**config.mk**
```make
export PLATFORM = sky130hd
export DESIGN_NAME = kbd_ctrl_flat
export DESIGN_NICKNAME = d
export VERILOG_FILES = /design/src/rtl/kbd_ctrl_if.sv /design/src/rtl/kbd_ctrl.sv /design/src/flat_wrapper.sv
export SDC_FILE = /design/constraint.sdc
export NUM_CORES = 1
export LEC_CHECK = 0
export ABC_CLOCK_PERIOD_IN_PS = 1900
export BUFFER_PORTS_ARGS = -buffer_cell sky130_fd_sc_hd__buf_2
export CORE_ASPECT_RATIO = 1.4
export CORE_MARGIN = 5
export CORE_UTILIZATION = 49
export DETAILED_ROUTE_END_ITERATION = 10
export GPL_ROUTABILITY_DRIVEN = 0
export PLACE_DENSITY_LB_ADDON = 0.12
export RECOVER_POWER = 100
export SLEW_MARGIN = 5
export SYNTH_ARGS = -nofsm -noshare
export SYNTH_HDL_FRONTEND = slang
export SYNTH_SLANG_ARGS = --single-unit
```
**constraint.sdc**
```tcl
create_clock -name clk -period 1.9 [get_ports clk]
set_clock_uncertainty 0.05 [all_clocks]
set_input_delay 0.475 -clock clk [delete_from_list [all_inputs] [get_ports clk]]
set_output_delay 0.475 -clock clk [all_outputs]
set_load 0.1 [all_outputs]
```
**src/rtl/kbd_ctrl_if.sv**
```systemverilog
// Signal bundle between the keyboard controller, the 8N1 receiver and the CPU IOT bus.
// The slave modport is the controller's view; master is the surrounding system's view.
interface kbd_ctrl_if;
   logic        mclkx16;
   logic        rx_rdy;
   logic [7:0]  rx_data;
   logic        rx_err;
   logic        rx_read;
   logic        iot;
   logic [5:0]  iot_dev;
   logic [2:0]  iot_op;
   logic [11:0] ac_in;
   logic        iot_done;
   logic        skip;
   logic        ac_clr;
   logic [11:0] ac_or;
   logic        kbd_flag;
   logic        kbd_err;
   logic        irq;
   logic [2:0]  fifo_cnt;

   modport slave (
      input  rx_rdy, rx_data, rx_err, iot, iot_dev, iot_op, ac_in,
      output mclkx16, rx_read, iot_done, skip, ac_clr, ac_or,
             kbd_flag, kbd_err, irq, fifo_cnt
   );

   modport master (
      output rx_rdy, rx_data, rx_err, iot, iot_dev, iot_op, ac_in,
      input  mclkx16, rx_read, iot_done, skip, ac_clr, ac_or,
             kbd_flag, kbd_err, irq, fifo_cnt
   );
endinterface

```
**src/rtl/kbd_ctrl.sv**
```systemverilog
// PDP-8 console keyboard controller: 16x baud strobe, receiver drain into a small FIFO,
// and execution of keyboard IOTs with flag and interrupt generation.
module kbd_ctrl #(
   parameter int         CLK_HZ     = 50000000,
   parameter int         BAUD       = 9600,
   parameter logic [5:0] DEV        = 6'o03,
   parameter int         DEPTH_LOG2 = 2
) (
   input logic       clk,
   input logic       rst,
   kbd_ctrl_if.slave bus
);
   localparam int DIV_RAW = (CLK_HZ + 8 * BAUD) / (16 * BAUD);
   localparam int DIV     = (DIV_RAW < 1) ? 1 : DIV_RAW;
   localparam int BW      = (DIV > 1) ? $clog2(DIV) : 1;
   localparam int DEPTH   = 1 << DEPTH_LOG2;
   localparam logic [BW-1:0]       DIV_LAST = BW'(DIV - 1);
   localparam logic [DEPTH_LOG2:0] CNT_FULL = DEPTH[DEPTH_LOG2:0];

   typedef enum logic {S_IDLE, S_WAIT} drain_state_t;

   drain_state_t          state;
   logic [BW-1:0]         baud_cnt;
   logic                  rx_read_q;
   logic [8:0]            mem [DEPTH];
   logic [DEPTH_LOG2-1:0] wr_ptr, rd_ptr;
   logic [DEPTH_LOG2:0]   cnt, cnt_next;
   logic [8:0]            head;
   logic                  empty, push, pop, iot_hit, is_kie, flag_clr, head_new;
   logic                  head_evt, flag, ie;
   logic                  iot_done_q, skip_q, ac_clr_q;
   logic [11:0]           ac_or_q;
   logic                  unused_ok;

   always_ff @(posedge clk) begin
      if (!rst)                     baud_cnt <= '0;
      else if (baud_cnt == DIV_LAST) baud_cnt <= '0;
      else                          baud_cnt <= baud_cnt + 1'b1;
   end

   assign empty    = (cnt == '0);
   assign head     = mem[rd_ptr];
   assign iot_hit  = bus.iot && (bus.iot_dev == DEV);
   assign is_kie   = (bus.iot_op == 3'b101);
   assign push     = (state == S_IDLE) && bus.rx_rdy && (cnt < CNT_FULL);
   assign pop      = iot_hit && !is_kie && bus.iot_op[1] && !empty;
   assign flag_clr = iot_hit && !is_kie && (bus.iot_op[1] || (bus.iot_op == 3'b000));

   always_comb begin
      cnt_next = cnt;
      if (push && !pop)      cnt_next = cnt + 1'b1;
      else if (pop && !push) cnt_next = cnt - 1'b1;
   end

   // The head becomes newly valid on a push into an empty FIFO or a pop that leaves data behind.
   assign head_new = (push && empty) || (pop && (cnt_next != '0));

   always_ff @(posedge clk) begin
      if (!rst) begin
         state     <= S_IDLE;
         rx_read_q <= 1'b0;
      end else begin
         case (state)
            S_IDLE: begin
               rx_read_q <= push;
               if (push) state <= S_WAIT;
            end
            S_WAIT: begin
               rx_read_q <= 1'b0;
               if (!bus.rx_rdy) state <= S_IDLE;
            end
            default: begin
               rx_read_q <= 1'b0;
               state     <= S_IDLE;
            end
         endcase
      end
   end

   always_ff @(posedge clk) begin
      if (rst && push) mem[wr_ptr] <= {bus.rx_err, bus.rx_data};
   end

   always_ff @(posedge clk) begin
      if (!rst) begin
         wr_ptr     <= '0;
         rd_ptr     <= '0;
         cnt        <= '0;
         head_evt   <= 1'b0;
         flag       <= 1'b0;
         ie         <= 1'b1;
         iot_done_q <= 1'b0;
         skip_q     <= 1'b0;
         ac_clr_q   <= 1'b0;
         ac_or_q    <= '0;
      end else begin
         if (push) wr_ptr <= wr_ptr + 1'b1;
         if (pop)  rd_ptr <= rd_ptr + 1'b1;
         cnt      <= cnt_next;
         head_evt <= head_new;

         // A clear wins over a pending set; the lost set is not retried until the next head event.
         if (flag_clr)      flag <= 1'b0;
         else if (head_evt) flag <= 1'b1;

         iot_done_q <= iot_hit;
         if (iot_hit && is_kie) ie <= bus.ac_in[0];
         if (iot_hit && !is_kie) begin
            skip_q   <= bus.iot_op[0] & flag;
            ac_clr_q <= bus.iot_op[1];
            ac_or_q  <= (bus.iot_op[2] && !empty) ? {4'h0, head[7:0]} : 12'h000;
         end else begin
            skip_q   <= 1'b0;
            ac_clr_q <= 1'b0;
            ac_or_q  <= 12'h000;
         end
      end
   end

   assign bus.mclkx16  = rst && (baud_cnt == DIV_LAST);
   assign bus.rx_read  = rx_read_q && rst;
   assign bus.iot_done = iot_done_q;
   assign bus.skip     = skip_q;
   assign bus.ac_clr   = ac_clr_q;
   assign bus.ac_or    = ac_or_q;
   assign bus.kbd_flag = flag;
   assign bus.kbd_err  = !empty && head[8];
   assign bus.irq      = flag && ie;
   assign bus.fifo_cnt = 3'(cnt);
   assign unused_ok    = ^bus.ac_in[11:1];
endmodule
```
**src/flat_wrapper.sv**
```systemverilog
// flat-port wrapper written by rule: the top's interface ports become plain ports
module kbd_ctrl_flat 
#(
   parameter int         CLK_HZ     = 50000000,
   parameter int         BAUD       = 9600,
   parameter logic [5:0] DEV        = 6'o03,
   parameter int         DEPTH_LOG2 = 2
)
  (clk, rst, bus_rx_rdy, bus_rx_data, bus_rx_err, bus_iot, bus_iot_dev, bus_iot_op, bus_ac_in, bus_mclkx16, bus_rx_read, bus_iot_done, bus_skip, bus_ac_clr, bus_ac_or, bus_kbd_flag, bus_kbd_err, bus_irq, bus_fifo_cnt);
  kbd_ctrl_if bus_i ();
  input logic clk;
  input logic rst;
  input wire logic [$bits(bus_i.rx_rdy)-1:0] bus_rx_rdy;
  input wire logic [$bits(bus_i.rx_data)-1:0] bus_rx_data;
  input wire logic [$bits(bus_i.rx_err)-1:0] bus_rx_err;
  input wire logic [$bits(bus_i.iot)-1:0] bus_iot;
  input wire logic [$bits(bus_i.iot_dev)-1:0] bus_iot_dev;
  input wire logic [$bits(bus_i.iot_op)-1:0] bus_iot_op;
  input wire logic [$bits(bus_i.ac_in)-1:0] bus_ac_in;
  output wire logic [$bits(bus_i.mclkx16)-1:0] bus_mclkx16;
  output wire logic [$bits(bus_i.rx_read)-1:0] bus_rx_read;
  output wire logic [$bits(bus_i.iot_done)-1:0] bus_iot_done;
  output wire logic [$bits(bus_i.skip)-1:0] bus_skip;
  output wire logic [$bits(bus_i.ac_clr)-1:0] bus_ac_clr;
  output wire logic [$bits(bus_i.ac_or)-1:0] bus_ac_or;
  output wire logic [$bits(bus_i.kbd_flag)-1:0] bus_kbd_flag;
  output wire logic [$bits(bus_i.kbd_err)-1:0] bus_kbd_err;
  output wire logic [$bits(bus_i.irq)-1:0] bus_irq;
  output wire logic [$bits(bus_i.fifo_cnt)-1:0] bus_fifo_cnt;
  assign bus_i.rx_rdy = bus_rx_rdy;
  assign bus_i.rx_data = bus_rx_data;
  assign bus_i.rx_err = bus_rx_err;
  assign bus_i.iot = bus_iot;
  assign bus_i.iot_dev = bus_iot_dev;
  assign bus_i.iot_op = bus_iot_op;
  assign bus_i.ac_in = bus_ac_in;
  assign bus_mclkx16 = bus_i.mclkx16;
  assign bus_rx_read = bus_i.rx_read;
  assign bus_iot_done = bus_i.iot_done;
  assign bus_skip = bus_i.skip;
  assign bus_ac_clr = bus_i.ac_clr;
  assign bus_ac_or = bus_i.ac_or;
  assign bus_kbd_flag = bus_i.kbd_flag;
  assign bus_kbd_err = bus_i.kbd_err;
  assign bus_irq = bus_i.irq;
  assign bus_fifo_cnt = bus_i.fifo_cnt;
  kbd_ctrl #(.CLK_HZ(CLK_HZ), .BAUD(BAUD), .DEV(DEV), .DEPTH_LOG2(DEPTH_LOG2)) u_core (.clk(clk), .rst(rst), .bus(bus_i));
endmodule
```
Word level (Yosys, flattened, before mapping):

Memory sizes are Yosys's and may differ from the RTL's. A register that Yosys moved wholly into a read port is not among the register bits.
Index checks and enable logic that the tools add are counted.
Widths: inputs -> output; s select.

* bits in registers: 36
* bits in latches: 0
* bits in writable memories: 36
* bits in read-only memories: 0
* input bits: 34
* output and inout port bits: 23
* word-level logic and storage cells: 68
* memories kept: 1

* add/sub/neg operators: 5
* $mul: 0
* div/mod/pow operators: 0
* $lt $le $gt $ge: 1
* equality and inequality tests: 3
* shift-type cells: 0
* mux-type cells: 10
* bitwise logic cells: 3
* reductions and logical operators: 31

Memories
* u_core.mem: depth 4, width 9, read ports 1, clocked after Yosys merged registers in 1, wr ports 1, line kbd_ctrl.sv:25 `logic [8:0] mem [DEPTH];`

Operator list (count)
* $logic_and 1x1->1: 18
* $add 9x1->9 const B: 1
* $eq 9x9->1 const B: 1
* $eq 6x2->1 const B: 1
* $logic_not 3->1: 2
* $mux 3: 2
* $add 2x1->2 const B: 2
* $logic_not 1->1: 4
* $mux 1: 4
* $mux 2: 2
* $pmux 1 s2: 2
* $reduce_or 2->1: 2
* $add 3x1->3 const B: 1
* $eq 3x3->1 const B: 1
* $lt 3x3->1 const B: 1
* $reduce_and 3->1: 1
* $reduce_bool 3->1: 1
* $sub 3x1->3 const B: 1
* $logic_or 1x1->1: 2
* $not 1->1: 2
* $reduce_and 2->1: 1
* $and 1x1->1: 1

Logic depth before layout (Yosys ltp):

* depth in word-level cells: 11
* mapped depth: 6
* depth with buffers taken out: 6

Worst setup path before layout:

Ideal clock, no wire load.

* path type: register to output
* start: reg u_core.cnt[0], in the netlist u_core.bus.fifo_cnt[0]
* end: out bus_kbd_err
* arrival: 2.366 ns
* required time: 1.375 ns
* path slack: -0.991 ns
* stages on the path, launching flop included: 5
* buffers on the path: 0
* cells stage by stage: dfxtp_1 -> inv_1 -> ha_1 -> or2b_2 -> and2_1

* cells in the longest elaborated chain, start to end: 3

Ends and longest elaborated chain
* from (decl): line kbd_ctrl.sv:27 `logic [DEPTH_LOG2:0] cnt, cnt_next;`
* from (signal assigned): line kbd_ctrl.sv:99 `cnt <= cnt_next;`
* $logic_not 3->1: line kbd_ctrl.sv:41 `assign empty = (cnt == '0);`
* $logic_not 1->1: line kbd_ctrl.sv:127 `assign bus.kbd_err = !empty && head[8];`
* $logic_and 1x1->1: line kbd_ctrl.sv:127
* to (decl): line flat_wrapper.sv:27 `output wire logic [$bits(bus_i.kbd_err)-1:0] bus_kbd_err;`

No other way between the ends.

Final worst setup path:

* start: reg u_core.cnt[1], in the netlist u_core.bus.fifo_cnt[1]
* end: out bus_kbd_err

Same word-level chain as after synthesis.

==> run summary <==
The fmax is between 500 and 600 MHz. The combinational family with the most area after synthesis is simple AND/OR/NAND/NOR gates. The total of warnings raised by yosys is 0. Summing the areas of all fa, ha and maj instances in the mapped netlist gives roughly 3.9% of the synthesized area. TritonCTS built the clock tree. The register share of total power came out at 51.3%. The maximum buffer depth of the clock tree is 2.

The first global-routing pass estimated between 8000 and 9000 um of wire. In this run the worst path has a maximum fanout of 3. The TritonCTS buffer count is 9. After synthesis, the share of cell area in mux cells is 7.79%. The post-placement cell count came out at 341. The cell accounting for the most synthesized area is sky130_fd_sc_hd__edfxtp_1. The post-route netlist has 34.1% of its cells at a drive strength greater than 1. The worst hold path belongs to the class primary input to flip-flop. The number of antenna violations at the first check in global routing was 0. The final reports fail on setup timing.

The iteration-0 DRC count of the detailed router came out at 59. The post-synthesis cell type count is 46. The final number of setup-violating endpoints came out at 2. After detailed routing, the average wire length per cell comes to approximately 15 um. After routing the design area is 3580 um^2.

The most used standard cell by instance count after synthesis is sky130_fd_sc_hd__edfxtp_1. The area share of xor/xnor cells in the synthesized design came out at 3.37%. The root buffer selected by CTS is sky130_fd_sc_hd__clkbuf_8. Dividing the synthesized area by the synthesized cell count gives 13.6 um^2. The flow ran to the end, but the final reports show violations. STA classifies the critical path startpoint as a flip-flop. The required time of the worst setup path came out at 1370 ps. Of the available clock period, the critical path in the final layout requires 105%. Summed over its instances, the top area cell type makes up 37.8% of the synthesized netlist area. For this block, the via count after detailed routing is approximately 1.8k. The initial utilization of the core area, before any placement, comes to 49.4%. Counting flops and latches in the post-synthesis netlist gives 70. The largest net degree at the start of global routing is 13. The switching part of the total power came out at 25.9%. The layout net count came out at 328. STA classifies the critical path endpoint as an output pin.

The number of global-route vias before repair came out at 1854. The number of enable flip-flop cells after synthesis came out at 36. The number of detailed-routing iterations run before antenna repair is 4.

The tightest slew margin relative to the limit came out at 63.6%. The HPWL after detailed placement is roughly 3800 um. The vertical die dimension is 100 um.

The clock-pin slew on the worst setup and hold paths came out at 80 ps. The number of fill cells is between 500 and 600. Setup repair after global routing could not meet its margin everywhere. Synthesis handed over a netlist of 210 instances. The number of sinks on the clock net came out at 70. The most used flip-flop cell after synthesis is sky130_fd_sc_hd__edfxtp_1. In this run the number of H-tree levels came out at 3. Input and output buffers added on the ports amount to 41. For this run, asynchronously set or reset flops after synthesis account for 0%. The placed instance area came out at 3380 um^2. The post-route worst setup slack came out at -95.7 ps.

The area growth from synthesis to layout is 25.2%. The maximum vdd drop came out at 0.585 mV. The count of nets left with antenna violations after detail routing came out at 0. The shortest period the worst path allows came out at 2000 ps. The area share of and/or/nand/nor cells after synthesis came out at about 15%. The overall track demand over capacity in global routing is 15.3%. The internal power component is 2390 uW. The critical path class is flip-flop to output pin. For this design the total switching power over the nets is 836 uW. Summing the sequential cell areas from Yosys gives 61.6% of the chip area. The area of the core came out at 5780 um^2. Of the total power, the clock network draws approximately a third. Measured along the x axis, the die boundary spans 74.5 um. The actual transition at the worst max-transition pin came out at 549 ps. The remaining global-route overflow came out at 0.

The final hold violation count came out at 0. The power density over cell area came out at about 900 nW/um^2. The arrival time at the worst endpoint came out at 1470 ps. The number of diodes is 0. Overall power consumption after layout is estimated at 3220 uW. The fraction of the mapped netlist area in compound gates is 4.86%. The number of non-filler instances in the completed layout came out at 360. The floorplan step defined a die boundary enclosing roughly 7500 um^2. The count of pins on the block boundary came out at 57.

Dividing the detail-routed via count by the number of cells gives 5.11. The number of violations of the max-capacitance limit is 0. The share of power burned in combinational logic came out at 13.7%. Wires add up to 5220 um. By area the synthesized netlist is led by sky130_fd_sc_hd__edfxtp_1 38%, sky130_fd_sc_hd__dfxtp_1 24%, sky130_fd_sc_hd__mux4_2 7.1%. Hold repair after CTS inserted 0 buffers. The final number of max-transition violations is 0. The later pin in the worst-skew pair is clocked with a latency of 330 ps. The leakage component of the power came out at 0.00137 uW. The floorplan has 33 rows. The cell area after synthesis is between 2000 and 3000 um^2. By count the netlist is led by 36 x sky130_fd_sc_hd__edfxtp_1, 34 x sky130_fd_sc_hd__dfxtp_1, 19 x sky130_fd_sc_hd__nor2_1. After detailed routing, the number of remaining DRC violations is 0.
stage by stage:
step	TNS, ps	hold WS [ps]	setup WS [ps]	utilization (%)
floorplan	-199	383	-115	-
global placement	-471	396	-163	58.4
detailed placement	-920	400	-168	58.4
CTS	-264	291	-142	62.5
global route	-1500	285	-170	61.9
finish	-173	304	-95.7	61.9
logic make-up after synthesis:
family | count (synthesis)
AO/OA/AOI/OAI | 19
XOR/XNOR | 11
adder cells (fa/ha/maj) | 9
buffers and inverters | 19
flip-flops | 70
multiplexers | 11
other | 1
AND/OR/NAND/NOR | 70
repair_timing:
| action | CTS | global route |
|---|---|---|
| resized for setup | 12 | 0 |
| cloned | 0 | 0 |
| buffers inserted | 1 | 2 |
| pin swaps | 3 | 3 |
| endpoints found under the setup margin | 2 | 3 |
flip-flops by register name (all words and copies together) (netlist names), named ones only:
register	count
u_core.mem	36
u_core.baud_cnt	9
u_core.bus.ac_or	8
u_core.bus.fifo_cnt	3
u_core.rd_ptr	2
u_core.wr_ptr	2
u_core.bus.ac_clr	1
u_core.bus.iot_done	1
u_core.bus.kbd_flag	1
u_core.bus.skip	1
u_core.head_evt	1
u_core.ie	1
u_core.rx_read_q	1
u_core.state	1
layer usage:
layer | routed length, um | track usage, % | up-vias
li1 | - | - | 910
met1 | 2040 | 17.6 | 881
met2 | 2870 | 26.5 | 40
met3 | 229 | 3.91 | 8
met4 | 79 | 6.58 | 0
met5 | 0 | 0 | -
cells in the final DEF, fill, tap and decap left out, types with 3 or more instances in the layout:
cell type,Yosys,layout
sky130_fd_sc_hd__edfxtp_1,36,36
sky130_fd_sc_hd__dfxtp_1,34,29
sky130_fd_sc_hd__buf_4,4,22
sky130_fd_sc_hd__nor2_1,19,18
sky130_fd_sc_hd__clkbuf_2,0,16
sky130_fd_sc_hd__buf_2,1,15
sky130_fd_sc_hd__clkbuf_1,3,13
sky130_fd_sc_hd__nor2b_1,9,9
sky130_fd_sc_hd__mux4_2,9,9
sky130_fd_sc_hd__clkbuf_8,1,9
sky130_fd_sc_hd__ha_1,9,8
sky130_fd_sc_hd__inv_1,9,7
sky130_fd_sc_hd__and3_1,6,6
sky130_fd_sc_hd__a21oi_1,6,6
sky130_fd_sc_hd__xor2_1,6,6
sky130_fd_sc_hd__nand3_1,5,5
sky130_fd_sc_hd__xnor2_1,5,5
sky130_fd_sc_hd__buf_12,0,5
sky130_fd_sc_hd__nand4_1,4,4
sky130_fd_sc_hd__dfxtp_2,0,4
sky130_fd_sc_hd__conb_1,1,4
sky130_fd_sc_hd__nand3b_1,3,3
sky130_fd_sc_hd__nand2_1,3,3
sky130_fd_sc_hd__nor3_1,3,3
sky130_fd_sc_hd__clkinvlp_4,0,3
final cells by class:
class | instances | area (um^2) | area share (%)
Sequential cell | 70 | 1770 | 49.5
Multi-Input combinational cell | 124 | 1020 | 28.6
Timing Repair Buffer | 71 | 469 | 13.1
Clock buffer | 9 | 124 | 3.46
Tap cell | 70 | 87.6 | 2.45
Clock inverter | 7 | 65.1 | 1.82
Inverter | 9 | 36.3 | 1.01
worst max-delay path, stage by stage, from the launching register on:
cell and delay (ps):
sky130_fd_sc_hd__dfxtp_4 350, sky130_fd_sc_hd__inv_2 70, sky130_fd_sc_hd__ha_4 130, sky130_fd_sc_hd__or2b_4 270, sky130_fd_sc_hd__and2_4 170, sky130_fd_sc_hd__buf_12 160
worst paths after layout:
path / start / to / slack (ps) / cells past startpoint
hold reg to reg: u_core.ie$_SDFFE_PN1P_ / u_core.ie$_SDFFE_PN1P_ / 420 / 2
setup reg to reg: u_core.bus.fifo_cnt[2]$_SDFF_PN0_ / u_core.head_evt$_SDFF_PN0_ / 70 / 5
setup / recovery: u_core.bus.fifo_cnt[1]$_SDFF_PN0_ / bus_kbd_err / -100 / 5
hold / removal: bus_ac_in[0] / u_core.ie$_SDFFE_PN1P_ / 300 / 3
power groups by stage:
stage	combinational (uW)	sequential [uW]	clock, uW
floorplan	234	1750	0
global placement	421	1690	0
detailed placement	425	1690	0
CTS	450	1660	1170
global route	478	1660	1240
finish	443	1650	1130
No activity file was read; power rests on OpenSTA's default activity.
